File: src/rtl/debounce_pkg.sv
// Shared constants for the debounce bank: default timing and channel count.
package debounce_pkg;

  localparam int unsigned DEBOUNCE_DELAY      = 1000000;
  localparam int unsigned DEFAULT_DELAY       = DEBOUNCE_DELAY;
  localparam int unsigned DEFAULT_LONG_DELAY  = 50000000;
  localparam int unsigned DEFAULT_SYNC_STAGES = 2;
  localparam int unsigned DEFAULT_NUM_CH      = 6;

endpackage

File: src/rtl/debounce_bank_if.sv
// Raw switch levels in, debounced levels and event pulses out.
interface debounce_bank_if import debounce_pkg::*; #(
  parameter int unsigned NUM_CH = DEFAULT_NUM_CH
);

  logic [NUM_CH-1:0] raw_in;
  logic [NUM_CH-1:0] level_out;
  logic [NUM_CH-1:0] rise_pulse;
  logic [NUM_CH-1:0] fall_pulse;
  logic [NUM_CH-1:0] long_pulse;

  modport master (
    output raw_in,
    input  level_out,
    input  rise_pulse,
    input  fall_pulse,
    input  long_pulse
  );

  modport slave (
    input  raw_in,
    output level_out,
    output rise_pulse,
    output fall_pulse,
    output long_pulse
  );

endinterface

File: src/rtl/debounce_ch.sv
// One debounce channel: synchroniser, mismatch counter, hold counter and
// registered rise/fall/long pulses.
module debounce_ch import debounce_pkg::*; #(
  parameter int unsigned DELAY       = DEFAULT_DELAY,
  parameter int unsigned LONG_DELAY  = DEFAULT_LONG_DELAY,
  parameter int unsigned SYNC_STAGES = DEFAULT_SYNC_STAGES,
  parameter logic        RESET_VAL   = 1'b0
) (
  input  logic clk,
  input  logic reset,
  input  logic raw_in,
  output logic level_out,
  output logic rise_pulse,
  output logic fall_pulse,
  output logic long_pulse
);

  localparam int unsigned CntW  = $clog2(DELAY + 1);
  localparam int unsigned HoldW = $clog2(LONG_DELAY + 1);
  localparam logic [CntW-1:0]  CntMax  = CntW'(DELAY - 1);
  localparam logic [HoldW-1:0] HoldMax = HoldW'(LONG_DELAY - 1);
  localparam logic [HoldW-1:0] HoldSat = HoldW'(LONG_DELAY);

  logic [SYNC_STAGES-1:0] sync_q;
  logic [CntW-1:0]        cnt_q;
  logic [HoldW-1:0]       hold_q;
  logic                   level_q, rise_q, fall_q, long_q;
  logic                   s;

  assign s = sync_q[SYNC_STAGES-1];

  always_ff @(posedge clk or negedge reset) begin
    if (!reset) begin
      sync_q  <= {SYNC_STAGES{RESET_VAL}};
      level_q <= RESET_VAL;
      cnt_q   <= '0;
      hold_q  <= '0;
      rise_q  <= 1'b0;
      fall_q  <= 1'b0;
      long_q  <= 1'b0;
    end else begin
      sync_q <= {sync_q[SYNC_STAGES-2:0], raw_in};
      rise_q <= 1'b0;
      fall_q <= 1'b0;
      long_q <= 1'b0;
      // Any cycle of agreement restarts the run, so bounces never accumulate.
      if (s != level_q) begin
        if (cnt_q == CntMax) begin
          level_q <= s;
          cnt_q   <= '0;
          rise_q  <= s;
          fall_q  <= ~s;
        end else begin
          cnt_q <= cnt_q + CntW'(1);
        end
      end else begin
        cnt_q <= '0;
      end
      // Hold counter parks at LONG_DELAY so the long pulse fires once per press.
      if (level_q) begin
        if (hold_q != HoldSat) hold_q <= hold_q + HoldW'(1);
        long_q <= (hold_q == HoldMax);
      end else begin
        hold_q <= '0;
      end
    end
  end

  assign level_out  = level_q;
  assign rise_pulse = rise_q;
  assign fall_pulse = fall_q;
  assign long_pulse = long_q;

endmodule

File: src/rtl/debounce_bank.sv
// Bank of NUM_CH independent debounce channels behind a single interface.
module debounce_bank import debounce_pkg::*; #(
  parameter int unsigned       NUM_CH      = DEFAULT_NUM_CH,
  parameter int unsigned       DELAY       = DEFAULT_DELAY,
  parameter int unsigned       LONG_DELAY  = DEFAULT_LONG_DELAY,
  parameter int unsigned       SYNC_STAGES = DEFAULT_SYNC_STAGES,
  parameter logic [NUM_CH-1:0] RESET_VAL   = '0
) (
  input logic           clk,
  input logic           reset,
  debounce_bank_if.slave bus
);

  logic [NUM_CH-1:0] level_w, rise_w, fall_w, long_w;

  for (genvar i = 0; i < NUM_CH; i++) begin : g_ch
    debounce_ch #(
      .DELAY       (DELAY),
      .LONG_DELAY  (LONG_DELAY),
      .SYNC_STAGES (SYNC_STAGES),
      .RESET_VAL   (RESET_VAL[i])
    ) u_ch (
      .clk        (clk),
      .reset      (reset),
      .raw_in     (bus.raw_in[i]),
      .level_out  (level_w[i]),
      .rise_pulse (rise_w[i]),
      .fall_pulse (fall_w[i]),
      .long_pulse (long_w[i])
    );
  end

  assign bus.level_out  = level_w;
  assign bus.rise_pulse = rise_w;
  assign bus.fall_pulse = fall_w;
  assign bus.long_pulse = long_w;

endmodule

File: src/flat_wrapper.sv
// flat-port wrapper written by rule: the top's interface ports become plain ports
module debounce_bank_flat import debounce_pkg::*;
#(
  parameter int unsigned       NUM_CH      = DEFAULT_NUM_CH,
  parameter int unsigned       DELAY       = DEFAULT_DELAY,
  parameter int unsigned       LONG_DELAY  = DEFAULT_LONG_DELAY,
  parameter int unsigned       SYNC_STAGES = DEFAULT_SYNC_STAGES,
  parameter logic [NUM_CH-1:0] RESET_VAL   = '0
)
  (clk, reset, bus_raw_in, bus_level_out, bus_rise_pulse, bus_fall_pulse, bus_long_pulse);
  debounce_bank_if #(.NUM_CH(NUM_CH)) bus_i ();
  input logic clk;
  input logic reset;
  input wire logic [$bits(bus_i.raw_in)-1:0] bus_raw_in;
  output wire logic [$bits(bus_i.level_out)-1:0] bus_level_out;
  output wire logic [$bits(bus_i.rise_pulse)-1:0] bus_rise_pulse;
  output wire logic [$bits(bus_i.fall_pulse)-1:0] bus_fall_pulse;
  output wire logic [$bits(bus_i.long_pulse)-1:0] bus_long_pulse;
  assign bus_i.raw_in = bus_raw_in;
  assign bus_level_out = bus_i.level_out;
  assign bus_rise_pulse = bus_i.rise_pulse;
  assign bus_fall_pulse = bus_i.fall_pulse;
  assign bus_long_pulse = bus_i.long_pulse;
  debounce_bank #(.NUM_CH(NUM_CH), .DELAY(DELAY), .LONG_DELAY(LONG_DELAY), .SYNC_STAGES(SYNC_STAGES), .RESET_VAL(RESET_VAL)) u_core (.clk(clk), .reset(reset), .bus(bus_i));
endmodule
File: config.mk
export PLATFORM = sky130hd
export DESIGN_NAME = debounce_bank_flat
export DESIGN_NICKNAME = d
export VERILOG_FILES = /design/src/rtl/debounce_pkg.sv /design/src/rtl/debounce_bank_if.sv /design/src/rtl/debounce_ch.sv /design/src/rtl/debounce_bank.sv /design/src/flat_wrapper.sv
export SDC_FILE = /design/constraint.sdc
export NUM_CORES = 1
export LEC_CHECK = 0
export ABC_CLOCK_PERIOD_IN_PS = 3100
export CAP_MARGIN = 20
export CORE_MARGIN = 2
export CORE_UTILIZATION = 65
export DETAILED_ROUTE_END_ITERATION = 8
export GPL_TIMING_DRIVEN = 0
export PLACE_DENSITY = 0.83
export SYNTH_ARGS = -nofsm -noshare
export SYNTH_HDL_FRONTEND = slang
export SYNTH_SLANG_ARGS = --single-unit
File: constraint.sdc
create_clock -name clk -period 3.1 [get_ports clk]
set_input_delay 0.62 -clock clk [delete_from_list [all_inputs] [get_ports clk]]
set_output_delay 0.62 -clock clk [all_outputs]
set_load 0.05 [all_outputs]
==> flow_metrics.env <==
export IMPL_status="complete, no violations"
export IMPL_netlist_cell_type_count=46
export IMPL_die_x_um=158
export IMPL_num_fill_cells=1615
export IMPL_nets=1626
export IMPL_yosys_area_share_simple=0.284
export IMPL_antenna_found_initial=0
export IMPL_worstPathRequired_ns=2.48
export IMPL_yosysSeqAreaShare=0.507
export IMPL_post_route_util=0.743
export IMPL_period_share=0.827
export IMPL_ctsResizeCount=0
export IMPL_gp_congestion=0.831
export IMPL_ant_nets=0
export IMPL_clk_pin_slew_ns=0.06
export IMPL_root_buffer="clkbuf_16"
export IMPL_syn_nets=1556
export IMPL_yosysMostFrequentCell="dfrtp_1"
export IMPL_tightestPinTransition_ns=0.976
export IMPL_rr_worst_depth=8
export IMPL_start_kind="flop"
export IMPL_stdcell_count=1944
export IMPL_yosysTopAreaCell="dfrtp_1"
export IMPL_htreeDepth=2
export IMPL_cts_tree="yes"
export IMPL_synth_top_area_share=0.507
export IMPL_syn_area_um2=15400
export IMPL_rsz0062_at_grt="no"
export IMPL_core_area_um2=23300
export IMPL_post_cts_buffers=0
export IMPL_grt_max_degree=119
export IMPL_clk_path_buf_depth=3
export IMPL_firstDrtPassIters=5
export IMPL_power_density_nw_per_um2=485
export IMPL_max_slew_margin=0.344
export IMPL_routed_wl_mm=28.5
export IMPL_portBuffers=31
export IMPL_synth_warnings=0
export IMPL_async_flop_share=1.00
export IMPL_clock_sinks=312
export IMPL_row_count=56
export IMPL_worstHoldPathType="in -> async"
export IMPL_clock_skew_ns=0.00918
export IMPL_initial_utilization=0.660
export IMPL_dp_final_hpwl_mm=18.7
export IMPL_drive_above_1_share=0.0646
export IMPL_synth_fa_ha_area_frac=0.0146
export IMPL_io_pin_count=32
export IMPL_fmax_mhz=390
export IMPL_grt_usage=0.238
export IMPL_drv_slew=0
export IMPL_cp_max_fo=6
export IMPL_muxShareOfSynthArea=0.0109
export IMPL_area_growth_pct=12.5
export IMPL_die_height_um=158
export IMPL_min_period_ns=2.56
export IMPL_clk_latency_ns=0.51
export IMPL_synth_top_family_by_area="simple AND/OR/NAND/NOR gates"
export IMPL_synth_edf_count=0
export IMPL_grt_pass1_vias=10969
export IMPL_wl_per_cell_um=14.7
export IMPL_synth_compound_area_share=0.0176
export IMPL_synth_xor_area_frac=0.135
export IMPL_end_kind="output port"
export IMPL_r2r_start="u_core.g_ch[3].u_ch.cnt_q[0]"
export IMPL_postCtsHoldBufs=0
export IMPL_first_iter_violations=747
export IMPL_viasPerCell=5.61
export IMPL_numCtsBuffers=35
export IMPL_ff_latch_area_um2=7810
export IMPL_avgSynthCellArea_um2=10.1
export IMPL_setup_viol=0
export IMPL_synth_top_flop_cell="dfrtp_1"
export IMPL_final_hold_viol_count=0
export IMPL_post_route_drc_count=0
export IMPL_grt_overflow_total=0
export IMPL_syn_inst=1530
export IMPL_reg2reg_to="u_core.g_ch[3].u_ch.cnt_q[13]"
export IMPL_vdd_drop_max_uv=439
export IMPL_r2r_slack_ns=0.59
export IMPL_numPlacedInstances=1882
export IMPL_crit_arrival_ns=1.94
export IMPL_die_area_um2=24900
export IMPL_tns_ns=0
export IMPL_grt_pass1_wl_mm=49.6
export IMPL_ys_top_cells_by_count="312 x dfrtp_1, 179 x nor2_1, 123 x xnor2_1, 120 x nand3_1, 114 x xor2_1"
export IMPL_n_antenna_cell=0
export IMPL_critPathKind="reg -> out"
export IMPL_ys_top_cells_by_area="dfrtp_1 51%, xnor2_1 7.0%, xor2_1 6.5%, nor2_1 4.4%, and2_1 4.2%"
export IMPL_maxCapViolCount=0
export IMPL_ys_ff_latch=312
export IMPL_vias=10906
export IMPL_multi_input_area_um2=7110
export IMPL_leakagePower_nw=7.40
==> cell families (layout without fill, tap and decap cells) <==
family | Yosys count | in the layout
compound gates | 42 | 42
xor+xnor | 237 | 237
buf+inv | 104 | 199
mux | 16 | 16
flops | 312 | 312
fa+ha+maj | 18 | 18
simple gates | 801 | 801
==> layout by cell type, fill, tap and decap left out, drive strengths merged, types with 20 or more instances in the layout <==
cell type,n
and2,103
xnor2,123
nand3,120
and4,20
nor4,47
nor3,46
nor2,179
and3,34
buf,33
dfrtp,312
clkdlybuf4s50,30
nand2,85
xor2,114
clkbuf,85
inv,39
nand4,64
==> layer usage <==
layer,share of wire,vias up,wire length (um),global-route usage
met5,0,-,0,0
met4,0.015,0,417,0.0669
li1,-,5358,-,-
met1,0.46,5351,13100,0.325
met3,0.031,35,871,0.0356
met2,0.49,162,14100,0.401
==> metrics by stage <==
step / hold slack (ns) / total power (W) / worst slack (ns) / instance area, um2
2_1_floorplan: 0.324 / 0.00425 / 1.04 / 15400
3_3_place_gp: 0.336 / 0.00436 / -11.86 / 16100
3_5_place_dp: 0.337 / 0.00437 / 0.612 / 16200
4_1_cts: 0.0966 / 0.00849 / 0.529 / 17300
5_1_grt: 0.137 / 0.00868 / 0.345 / 17300
6_report: 0.0828 / 0.00840 / 0.537 / 17300
==> cell type report <==
class | count | share of cell area
Buffer | 64 | 0.0194
Multi-Input combinational cell | 1114 | 0.410
Clock buffer | 51 | 0.0599
Tap cell | 319 | 0.0230
Clock inverter | 11 | 0.00664
Sequential cell | 312 | 0.451
Timing Repair Buffer | 33 | 0.0214
Inverter | 40 | 0.00867
==> report_power, final <==
part           internal (W)  switching [W]
Combinational     0.0000409       0.000119
Sequential          0.00410      0.0000288
Clock               0.00249        0.00162
==> flip-flops by register name (all words and copies together) (netlist names) <==
name	flops
u_core.g_ch.u_ch.cnt_q	120
u_core.g_ch.u_ch.fall_pulse	6
u_core.g_ch.u_ch.hold_q	156
u_core.g_ch.u_ch.level_out	6
u_core.g_ch.u_ch.long_pulse	6
u_core.g_ch.u_ch.rise_pulse	6
u_core.g_ch.u_ch.sync_q	12
==> worst max-delay path by stage <==
stage | from | end | slack (ns) | cells after the start
final | u_core.g_ch[4].u_ch.level_out | bus_level_out[4] | 0.54 | 2
after detailed placement | u_core.g_ch[3].u_ch.cnt_q[0] | u_core.g_ch[3].u_ch.cnt_q[16] | 0.61 | 8
after global routing | u_core.g_ch[3].u_ch.cnt_q[0] | u_core.g_ch[3].u_ch.cnt_q[15] | 0.35 | 8
after CTS | u_core.g_ch[4].u_ch.level_out | bus_level_out[4] | 0.53 | 2
after global placement | reset | u_core.g_ch[5].u_ch.hold_q[5] | -11.86 | 1
after floorplan | u_core.g_ch[4].u_ch.hold_q[0] | u_core.g_ch[4].u_ch.hold_q[10] | 1.04 | 7
==> critical path: stages, from the launching register on <==
cell and delay [ns]:
dfrtp_1 0.48, buf_4 0.15, clkdlybuf4s50_1 0.81
Note: power is estimated with default switching activity, not from simulation.
